--- config.mk ---
export PLATFORM = sky130hd
export DESIGN_NAME = dac_tx
export DESIGN_NICKNAME = d
export VERILOG_FILES = /design/src/rtl/dac_tx.sv
export SDC_FILE = /design/constraint.sdc
export NUM_CORES = 1
export LEC_CHECK = 0
export BUFFER_PORTS_ARGS = -buffer_cell sky130_fd_sc_hd__buf_2
export CAP_MARGIN = 20
export CORE_MARGIN = 3
export CORE_UTILIZATION = 45
export DETAILED_ROUTE_END_ITERATION = 10
export PLACE_DENSITY = 0.66
export RECOVER_POWER = 25
export SYNTH_ARGS = -nofsm -noshare
export SYNTH_HDL_FRONTEND = slang
export SYNTH_SLANG_ARGS = --single-unit
--- constraint.sdc ---
create_clock -name clk_80_mhz -period 2.1 [get_ports clk_80_mhz]
set_clock_uncertainty 0.05 [all_clocks]
set_input_delay 0.42 -clock clk_80_mhz [delete_from_list [all_inputs] [get_ports clk_80_mhz]]
set_output_delay 0.42 -clock clk_80_mhz [all_outputs]
set_load 0.05 [all_outputs]
--- src/rtl/dac_tx.sv ---
// dac_tx -- serial DAC write master.
// Accepts a WIDTH-bit word on valid/ready, then drives an MSB-first frame on
// cs/sclk/sdo (cs active-low, sclk idles high, data launched on the falling
// edge), pulses ldac low for one half-period, flags done, and waits out an
// idle gap before accepting the next word. Every output comes straight from a
// flop.
module dac_tx #(
    parameter int unsigned HALF_PERIOD = 460,  // clk cycles per half SCLK period, >= 2
    parameter int unsigned WIDTH       = 16,   // bits per frame, >= 2
    parameter int unsigned GAP_HALVES  = 2     // idle half-periods after ldac, >= 1
) (
    input  logic             clk_80_mhz,
    input  logic             rst_n,
    input  logic [WIDTH-1:0] dac_value,
    input  logic             valid,
    output logic             ready,
    output logic             cs,
    output logic             sclk,
    output logic             sdo,
    output logic             ldac,
    output logic             done
);

    localparam int unsigned DIV_W   = $clog2(HALF_PERIOD);
    localparam int unsigned CNT_MAX = (WIDTH > GAP_HALVES) ? WIDTH : GAP_HALVES;
    localparam int unsigned CNT_W   = $clog2(CNT_MAX + 1);

    typedef enum logic [2:0] {
        S_IDLE,
        S_SETUP,
        S_SHIFT,
        S_HOLD,
        S_LOAD,
        S_GAP
    } state_e;

    state_e             state_q, state_d;
    logic [DIV_W-1:0]   div_q, div_d;
    logic [CNT_W-1:0]   cnt_q, cnt_d;     // bits left in SHIFT, gap halves left in GAP
    logic [WIDTH-1:0]   shreg_q, shreg_d; // bits still to be launched, next one at the top
    logic               ready_q, ready_d;
    logic               cs_q, cs_d;
    logic               sclk_q, sclk_d;
    logic               sdo_q, sdo_d;
    logic               ldac_q, ldac_d;
    logic               done_q, done_d;
    logic               tick;

    // Half-period boundary: the divider has reached its last count.
    assign tick = (div_q == DIV_W'(HALF_PERIOD - 1));

    // Register every piece of state; reset puts the pins in their idle levels.
    // NOTE: sequential state uses non-blocking assignments so all flops update
    // together from the values sampled at the same edge.
    always_ff @(posedge clk_80_mhz or negedge rst_n) begin
        if (!rst_n) begin
            state_q <= S_IDLE;
            div_q   <= '0;
            cnt_q   <= '0;
            shreg_q <= '0;
            ready_q <= 1'b1;
            cs_q    <= 1'b1;
            sclk_q  <= 1'b1;
            sdo_q   <= 1'b0;
            ldac_q  <= 1'b1;
            done_q  <= 1'b0;
        end else begin
            state_q <= state_d;
            div_q   <= div_d;
            cnt_q   <= cnt_d;
            shreg_q <= shreg_d;
            ready_q <= ready_d;
            cs_q    <= cs_d;
            sclk_q  <= sclk_d;
            sdo_q   <= sdo_d;
            ldac_q  <= ldac_d;
            done_q  <= done_d;
        end
    end

    // Next-state and next-output logic for the frame sequencer.
    // NOTE: every signal gets a default before the case statement, so no path
    // leaves a variable unassigned and no latch is inferred.
    always_comb begin
        state_d = state_q;
        div_d   = tick ? '0 : div_q + DIV_W'(1);
        cnt_d   = cnt_q;
        shreg_d = shreg_q;
        ready_d = ready_q;
        cs_d    = cs_q;
        sclk_d  = sclk_q;
        sdo_d   = sdo_q;
        ldac_d  = ldac_q;
        done_d  = 1'b0;

        case (state_q)
            S_IDLE: begin
                // Divider held at zero so the first half-period starts at acceptance.
                div_d = '0;
                if (valid && ready_q) begin
                    shreg_d = {dac_value[WIDTH-2:0], 1'b0};
                    sdo_d   = dac_value[WIDTH-1];
                    cs_d    = 1'b0;
                    ready_d = 1'b0;
                    state_d = S_SETUP;
                end
            end

            S_SETUP: begin
                // First falling edge; the MSB is already on sdo.
                if (tick) begin
                    sclk_d  = 1'b0;
                    cnt_d   = CNT_W'(WIDTH);
                    state_d = S_SHIFT;
                end
            end

            S_SHIFT: begin
                if (tick) begin
                    sclk_d = ~sclk_q;
                    if (!sclk_q) begin
                        // Rising edge: the DAC samples here; count the bit off.
                        cnt_d = cnt_q - CNT_W'(1);
                        if (cnt_q == CNT_W'(1)) begin
                            state_d = S_HOLD;
                        end
                    end else begin
                        // Later falling edges launch the next lower bit.
                        sdo_d   = shreg_q[WIDTH-1];
                        shreg_d = {shreg_q[WIDTH-2:0], 1'b0};
                    end
                end
            end

            S_HOLD: begin
                // LSB has been held a full half-period past the last rise.
                if (tick) begin
                    cs_d    = 1'b1;
                    sdo_d   = 1'b0;
                    ldac_d  = 1'b0;
                    state_d = S_LOAD;
                end
            end

            S_LOAD: begin
                if (tick) begin
                    ldac_d  = 1'b1;
                    done_d  = 1'b1;
                    cnt_d   = CNT_W'(GAP_HALVES);
                    state_d = S_GAP;
                end
            end

            S_GAP: begin
                if (tick) begin
                    if (cnt_q <= CNT_W'(1)) begin
                        ready_d = 1'b1;
                        state_d = S_IDLE;
                    end else begin
                        cnt_d = cnt_q - CNT_W'(1);
                    end
                end
            end

            default: begin
                state_d = S_IDLE;
            end
        endcase
    end

    assign ready = ready_q;
    assign cs    = cs_q;
    assign sclk  = sclk_q;
    assign sdo   = sdo_q;
    assign ldac  = ldac_q;
    assign done  = done_q;

endmodule

==> flow_summary.yaml, run 1 <==
timing:
  grt_setup_unrepaired: "false"
  drv_slew: 0
  period_share: 0.954
  min_period_ns: 2.00
  tns_ns: 0
  worstMarginPinSlew_ns: 0.919
  slew_headroom: 0.388
  finalHoldViolCount: 0
  setup_violations: 0
  hold_slack_ns: 0.293
  fmax_mhz: 499
route:
  drt_wl_total_um: 4130
  ant_nets: 0
  routed.top_layer: "met4"
  drc: 0
  wl_per_cell_um: 14.2
  first_iter_violations: 126
  vias: 1522
  dr.pass1.iters: 4
  wl_met3_um: 148
  drt-vias-per-instance: 5.25
  wl_met2_um: 1950
  wl_met1_um: 1990
finish:
  layout-drive-gt1-share: 0.378
  fillers: 412
  layout.cells.non_filler: 290
  fin_area_sq_um: 2530
  area_growth_pct: 15.3
  antennaDiodeCount: 0
  finalNetCount: 247
clock_network:
  cts_setup_buffers: 0
  cts_buffers: 5
  clk_latency_ns: 0.28
  clkTransAtPathRegs_ns: 0.07
  cts_max_level: 2
  cts_tree: "done"
  cts_hold_buf: 0
  clock-root-buffer: "clkbuf_8"
  clock_path_buffers: 2
  cts_resized: 0
  cts.sinks: 38
run:
  drv_cap: 0
placement:
  place.gp.congestion: 0.794
  numPortBuffers: 24
  dp_hpwl_um: 3000
  dp.cells: 283
  postPlaceCellArea_sq_um: 2420
power_and_ir_drop:
  p_per_area_nw_per_um2: 793
  fin_total_pwr_uw: 2000
  vdd_ir_drop_max_mv: 0.303
  p_leak_uw: 0.00121
synth:
  ys_seq_elements: 38
  synth_area_leaders: "dfrtp_1 (39%), mux2_4 (13%), mux2_2 (5.1%)"
  synth_top_area_share: 0.388
  synth-edff-count: 0
  synth-warning-count: 0
  async_reset_ff_frac: 1.00
  avgSynthCellArea_sq_um: 11.5
  synth_nets: 213
  synth_flop_cell: "dfrtp_1"
  synthesis.area_sq_um: 2190
  synth_cell_types: 50
  ys_seq_area_frac: 0.436
  synth_area_leader_cell: "dfrtp_1"
  synth_cells: 191
die:
  die_area_sq_um: 5740
  initial_core_util: 0.483
  die_h_um: 75.8
  row_count: 24
  die_x_um: 75.8
  pin_count: 25
  coreArea_sq_um: 4530
grt:
  grt_pass1_wl_um: 7290
  overflow: 0
  antenna_found_initial: 0
  grt_max_degree: 39
  grtUsageTotal: 0.166
  grt_pass1_vias: 1564
worst_setup_path:
  critical_path_class: "reg -> reg"
  worst-path-max-fanout: 15
  cp-end-kind: "flip-flop"
  cp.required_ns: 2.21
  cp-start-kind: "flip-flop"
  worstPathArrival_ns: 2.12
hold_path:
  hp-class: "in -> async"
run_status:
  status: "finished clean"
-- state kept, by name, summed over array words and instances, names as in the netlist --
register,flops
cnt_q,5
cs,1
div_q,9
done,1
ldac,1
ready,1
sclk,1
sdo,1
shreg_q,15
state_q,3
-- through the flow --
step           worst slack [ns]   util
6_report                 0.0975  0.557
5_1_grt                0.000187  0.557
4_1_cts                  0.0886  0.558
3_5_place_dp              0.111  0.533
3_3_place_gp              0.145  0.533
2_1_floorplan           0.00896      -
-- final timing paths --
kind | startpoint | end | slack, ns | depth (start not counted)
min | rst_n | div_q[7] | 0.29 | 2
max reg2reg | div_q[1] | shreg_q[13] | 0.1 | 6
min reg2reg | ready | ready | 0.45 | 2
max | div_q[1] | shreg_q[13] | 0.1 | 6
min in group clk_80_mhz | dac_value[0] | shreg_q[1] | 0.31 | 3
max in group asynchronous | rst_n | shreg_q[10] | 1.13 | 2
-- area by class of cell --
cell class | instances | area (sq um) | share of cell area
inverter | 7 | 26.3 | 0.0104
sequential | 38 | 956 | 0.378
timing repair buffer | 37 | 228 | 0.0901
tap | 65 | 81.3 | 0.0322
clock inverter | 1 | 30.0 | 0.0119
clock buffer | 6 | 82.6 | 0.0327
multi-input combinational | 136 | 1120 | 0.445
-- cells in the final DEF, fill, tap and decap left out, types with 2 or more instances in the layout --
cell and instances:
and3_1 2, o221ai_1 2, a21oi_1 4, nand2_1 13, nor2_1 16, nand3_1 5, dfstp_2 4, o31ai_1 4
clkbuf_8 6, inv_1 6, a211oi_1 2, buf_2 24, xor2_1 6, o21ai_0 7, ha_1 3, dfrtp_1 34
mux2_4 19, a31oi_1 2, mux2i_1 2, nand4_1 2, nor3_1 4, o211ai_1 2, buf_4 11, o2bb2ai_1 2
xnor2_1 3, and2_1 3, mux2_2 10, nand2b_1 3
-- logic make-up after synthesis --
logic type,count (synthesis),share of synthesized area
XOR/XNOR,9,0.0360
AO/OA/AOI/OAI,34,0.120
buffers and inverters,17,0.0514
AND/OR/NAND/NOR,59,0.148
multiplexers,31,0.191
flip-flops,38,0.436
adder cells (fa/ha/maj),3,0.0171
-- Yosys cell counts, types with 2 or more instances --
cell type,count
a211oi_1,2
inv_1,6
mux2i_1,2
buf_6,4
mux2_4,19
and2_1,3
a21oi_1,4
clkbuf_1,3
o2bb2ai_1,2
o211ai_1,2
dfrtp_1,34
nand3_1,5
and3_1,2
xor2_1,6
nand2b_1,3
mux2_2,10
nor2_1,16
nor3_1,4
a31oi_1,2
o31ai_1,4
buf_2,2
o21ai_0,7
nand2_1,13
o221ai_1,2
ha_1,3
dfstp_2,4
nand4_1,2
xnor2_1,3
-- metal layers --
| metal | vias to the layer above | global-route usage |
|---|---|---|
| met5 | - | 0 |
| met1 | 739 | 0.236 |
| met4 | 0 | 0.0524 |
| li1 | 751 | - |
| met2 | 27 | 0.255 |
| met3 | 5 | 0.0303 |
-- critical path: stages, from the launching register on --
cell and delay (ns):
dfrtp_1 0.39, ha_1 0.18, and4b_2 0.31, nand4_4 0.12
a211oi_4 0.29, buf_12 0.20, mux2_2 0.34
-- power breakdown --
part	leakage (uW)	switching, uW	internal, uW
registers	0.000477	107	885
logic	0.000678	173	218
clock network	0.0000573	243	380
total	0.00121	522	1480
Note: power is estimated with default switching activity, not from simulation.
==> inputs of run 2 (changes only) <==
--- a/config.mk
+++ b/config.mk
@@ -9,8 +9,9 @@
 export CAP_MARGIN = 20
 export CORE_MARGIN = 3
 export CORE_UTILIZATION = 45
+export CTS_BUF_LIST = sky130_fd_sc_hd__clkbuf_8
 export DETAILED_ROUTE_END_ITERATION = 10
-export PLACE_DENSITY = 0.66
+export PLACE_DENSITY = 0.64
 export RECOVER_POWER = 25
 export SYNTH_ARGS = -nofsm -noshare
 export SYNTH_HDL_FRONTEND = slang
==> constraint.sdc (replaced) <==
create_clock -name clk_80_mhz -period 2.08 [get_ports clk_80_mhz]
set_clock_uncertainty 0.05 [all_clocks]
set_input_delay 0.416 -clock clk_80_mhz [delete_from_list [all_inputs] [get_ports clk_80_mhz]]
set_output_delay 0.416 -clock clk_80_mhz [all_outputs]
set_load 0.05 [all_outputs]
==> flow_summary.yaml, run 2 (synthesis gave the netlist of run 1 again) <==
clock_network:
  cts_tree: "done"
  cts_buffers: 5
  clock_path_buffers: 2
  clkTransAtPathRegs_ns: 0.08
  cts_max_level: 2
  clock-root-buffer: "clkbuf_8"
  cts.sinks: 38
  clk_latency_ns: 0.29
finish:
  largest_reg_flops: 15
  final_util: 0.560
  fillers: 386
  finalNetCount: 249
  antennaDiodeCount: 0
  multiInputGateArea_sq_um: 1120
  final_cell_mix: "dfrtp_1 (34), buf_2 (24), mux2_4 (19)"
  final_common_cell: "dfrtp_1"
  fin_area_sq_um: 2540
  layout-drive-gt1-share: 0.390
  area_growth_pct: 15.9
  top_regs: "shreg_q: 15 flops, div_q: 9 flops, cnt_q: 5 flops"
  regArea_sq_um: 956
  regMostFlops: "shreg_q"
power_and_ir_drop:
  internal-power_uw: 1450
  fin_total_pwr_uw: 1980
  vdd_ir_drop_max_mv: 0.468
  swShare: 0.271
  p_leak_uw: 0.00122
  power.switching_uw: 538
  p_seq_frac: 0.505
  pwr-share-comb: 0.197
  p_per_area_nw_per_um2: 781
  p_clk_frac: 0.297
timing:
  worstMarginPinSlew_ns: 0.930
  finalHoldViolCount: 0
  fmax_mhz: 506
  worst_slack_ns: 0.102
  slew_headroom: 0.380
  min_period_ns: 1.98
  setup_violations: 0
  drv_slew: 0
  hold_slack_ns: 0.289
  period_share: 0.951
route:
  drt_wl_total_um: 4270
  first_iter_violations: 107
  wl_per_cell_um: 14.6
  vias: 1534
  ant_nets: 0
  drc: 0
  dr.pass1.iters: 4
  drt-vias-per-instance: 5.24
worst_setup_path:
  worst_r2r_endpoint: "shreg_q[13]"
  critPathCapture: "shreg_q[13]"
  max_stage_delay_ns: 0.40
  worstPathArrival_ns: 2.10
  worst-path-max-fanout: 15
  cp-start-kind: "flip-flop"
  slowest_stage: "dfrtp_1"
  r2r-start: "div_q[1]"
  rr_worst_depth: 6
  critical_path_class: "reg -> reg"
  cp-end-kind: "flip-flop"
  cp_cell_sequence: "ha_1 > and4b_2 > nand4_4 > a211oi_4 > buf_12 > mux2_2"
  cp.required_ns: 2.20
  rrSetupSlack_ns: 0.10
  startpoint: "div_q[1]"
die:
  coreArea_sq_um: 4530
  die_area_sq_um: 5740
  die_x_um: 75.8
  initial_core_util: 0.483
  row_count: 24
  pin_count: 25
  die_h_um: 75.8
placement:
  preCtsSetupSlack_ns: 0.118
  place.gp.congestion: 0.892
  postPlaceCellArea_sq_um: 2420
  numPortBuffers: 24
  dp_hpwl_um: 3080
run:
  drv_cap: 0
grt:
  overflow: 0
  grtUsageTotal: 0.177
  grt_max_degree: 39
  antenna_found_initial: 0
  grt_pass1_wl_um: 7680
  grt_pass1_vias: 1670
hold_path:
  hp-class: "in -> async"
run_status:
  status: "finished clean"
[run 2: changes by cell type in the layout (fill, tap and decap cells not counted)]
cell,previous run,this run
and2_2,0,1
and2_1,3,2
bufinv_16,1,0
clkbuf_8,6,8
buf_4,11,13
[run 2: through the flow]
stage | setup TNS (ns) | std cells
after floorplan | 0 | 191
after global placement | 0 | 283
after detailed placement | 0 | 283
after CTS | 0 | 291
after global routing | -0.00652 | 293
final | 0 | 293
[run 2: cell type report]
type | instances | area share
sequential | 38 | 0.376
multi-input combinational | 136 | 0.443
timing repair buffer | 39 | 0.0955
inverter | 7 | 0.0103
clock buffer | 8 | 0.0433
tap | 65 | 0.0320
[run 2: worst min path at each step]
stage / from / endpoint / slack, ns / depth (start not counted)
2_1_floorplan: rst_n / cnt_q[0] / 0.07 / 0
3_3_place_gp: rst_n / div_q[7] / 0.43 / 2
3_5_place_dp: shreg_q[10] / shreg_q[10] / 0.44 / 1
4_1_cts: rst_n / div_q[2] / 0.13 / 2
5_1_grt: dac_value[0] / shreg_q[1] / 0.32 / 3
6_report: rst_n / div_q[2] / 0.29 / 2
[run 2: power by group through the flow]
stage          Combinational, uW  Clock [uW]  Sequential (uW)
2_1_floorplan                257           0             1030
3_3_place_gp                 373           0             1010
3_5_place_dp                 387           0             1010
4_1_cts                      389         605             1000
5_1_grt                      445         646             1020
6_report                     392         590             1000
[run 2: layer usage]
layer,global-route usage,share of wire,up-vias
met4,0.0777,0.017,0
met1,0.243,0.48,742
met2,0.264,0.47,24
li1,-,-,761
met3,0.0435,0.031,7
met5,0,0,-
[run 2: what timing repair did]
item	4_1_cts	5_1_grt
setup buffers	0	2
gates resized for setup	0	1
hold buffers	0	0
setup endpoints to repair	0	5
[run 2: critical path: cells and delay by family (launching register included)]
| kind | cells | cell delay (ns) |
|---|---|---|
| compound gates | 1 | 0.26 |
| flops | 1 | 0.40 |
| simple gates | 2 | 0.43 |
| fa+ha+maj | 1 | 0.18 |
| mux | 1 | 0.34 |
| buf+inv | 1 | 0.20 |
==> inputs of run 3 (changes only) <==
--- a/config.mk
+++ b/config.mk
@@ -5,7 +5,7 @@
 export SDC_FILE = /design/constraint.sdc
 export NUM_CORES = 1
 export LEC_CHECK = 0
-export BUFFER_PORTS_ARGS = -buffer_cell sky130_fd_sc_hd__buf_2
+export BUFFER_PORTS_ARGS = -buffer_cell sky130_fd_sc_hd__buf_4
 export CAP_MARGIN = 20
 export CORE_MARGIN = 3
 export CORE_UTILIZATION = 45
==> flow_summary.yaml, run 3 (synthesis gave the netlist of run 1 again) <==
route:
  drc: 0
  wl_per_cell_um: 14.7
  first_iter_violations: 120
  dr.pass1.iters: 5
  drt_wl_total_um: 4260
  vias: 1531
  ant_nets: 0
  drt-vias-per-instance: 5.30
run:
  drv_cap: 0
finish:
  fillers: 395
  final_common_cell: "dfrtp_1"
  area_growth_pct: 16.6
  antennaDiodeCount: 0
  largest_reg_flops: 15
  layout.cells.non_filler: 289
  top_regs: "shreg_q: 15 flops, div_q: 9 flops, cnt_q: 5 flops"
  finalNetCount: 245
  final_cell_mix: "dfrtp_1 (34), buf_4 (33), mux2_4 (19)"
  layout-drive-gt1-share: 0.379
  regMostFlops: "shreg_q"
hold_path:
  hp-class: "in -> async"
die:
  die_area_sq_um: 5740
  pin_count: 25
  coreArea_sq_um: 4530
  row_count: 24
  initial_core_util: 0.483
  die_h_um: 75.8
  die_x_um: 75.8
placement:
  dp_hpwl_um: 3100
  place.gp.congestion: 0.931
  numPortBuffers: 24
  dp.cells: 280
  preCtsSetupSlack_ns: 0.105
timing:
  fmax_mhz: 508
  worst_slack_ns: 0.111
  tns_ns: 0
  grt_setup_unrepaired: "false"
  slew_headroom: 0.382
  drv_slew: 0
  period_share: 0.947
  worstMarginPinSlew_ns: 0.926
  finalHoldViolCount: 0
  setup_violations: 0
  min_period_ns: 1.97
worst_setup_path:
  cp-start-kind: "flip-flop"
  critical_path_class: "reg -> reg"
  worst-path-max-fanout: 15
  cp-end-kind: "flip-flop"
  rr_worst_depth: 6
  worstPathArrival_ns: 2.09
  cp.required_ns: 2.20
grt:
  antenna_found_initial: 0
  overflow: 0
  grt_max_degree: 39
  grtUsageTotal: 0.168
  grt_pass1_wl_um: 7360
  grt_pass1_vias: 1525
clock_network:
  cts_hold_buf: 0
  clk_latency_ns: 0.29
  clock-root-buffer: "clkbuf_8"
  cts.sinks: 38
  cts_tree: "done"
  cts_buffers: 5
  clkTransAtPathRegs_ns: 0.08
  cts_max_level: 2
  clock_path_buffers: 2
power_and_ir_drop:
  p_leak_uw: 0.00121
  vdd_ir_drop_max_mv: 0.381
  p_per_area_nw_per_um2: 758
  fin_total_pwr_uw: 1940
run_status:
  status: "finished clean"
==> run 3: cell types whose count changed in the layout (fill, tap and decap cells not counted) <==
| cell | delta |
|---|---|
| buf_2 | -24 |
| clkinvlp_4 | +1 |
| clkbuf_8 | -2 |
| clkinv_2 | +1 |
| buf_4 | +20 |
==> run 3: worst paths after layout <==
| path | start | end | slack (ns) |
|---|---|---|---|
| worst max-delay path | div_q[1] | shreg_q[13] | 0.11 |
| worst min register to register | div_q[0] | div_q[0] | 0.41 |
| max in group asynchronous | rst_n | cnt_q[2] | 1.20 |
| worst min-delay path | rst_n | div_q[8] | 0.20 |
| min in group clk_80_mhz | dac_value[0] | shreg_q[1] | 0.35 |
| worst max register to register | div_q[1] | shreg_q[13] | 0.11 |
==> run 3: timing repair <==
action	in CTS	in global routing
resized for setup	0	1
setup buffers	0	1
endpoints found under the setup margin	0	3
==> run 3: critical path, cell delays in order (launching register included) <==
cell	delay (ns)
dfrtp_1	0.40
ha_1	0.17
and4b_2	0.31
nand4_4	0.12
a211oi_4	0.26
buf_12	0.20
mux2_2	0.34
==> run 3: area by class of cell <==
type                       instances  area (sq um)  area share
tap                               65          81.3      0.0318
inverter                           7          26.3      0.0103
multi-input combinational        136          1120       0.440
sequential                        38           956       0.374
clock buffer                       6          82.6      0.0323
clock inverter                     2          12.5     0.00489
timing repair buffer              35           273       0.107
==> run 3: power breakdown <==
group	switching (uW)	internal [uW]	leakage [uW]
registers	112	893	0.000477
clock network	257	266	0.0000472
logic	173	235	0.000686
total	542	1390	0.00121
==> run 3: per-stage QoR <==
stage                      util  instance area, sq um  hold WS [ns]
after floorplan               -                  2190        0.0704
after global placement    0.541                  2450         0.349
after detailed placement  0.541                  2450         0.362
after CTS                 0.562                  2550        0.0473
after global routing      0.564                  2560         0.272
final                     0.564                  2560         0.204
==> run 3: routing by layer <==
metal	GRT usage	part of all wire	wire length (um)
met1	0.234	0.48	2040
met2	0.265	0.47	2020
met5	0	0	0
met4	0.0350	0.0019	8
met3	0.0396	0.044	186
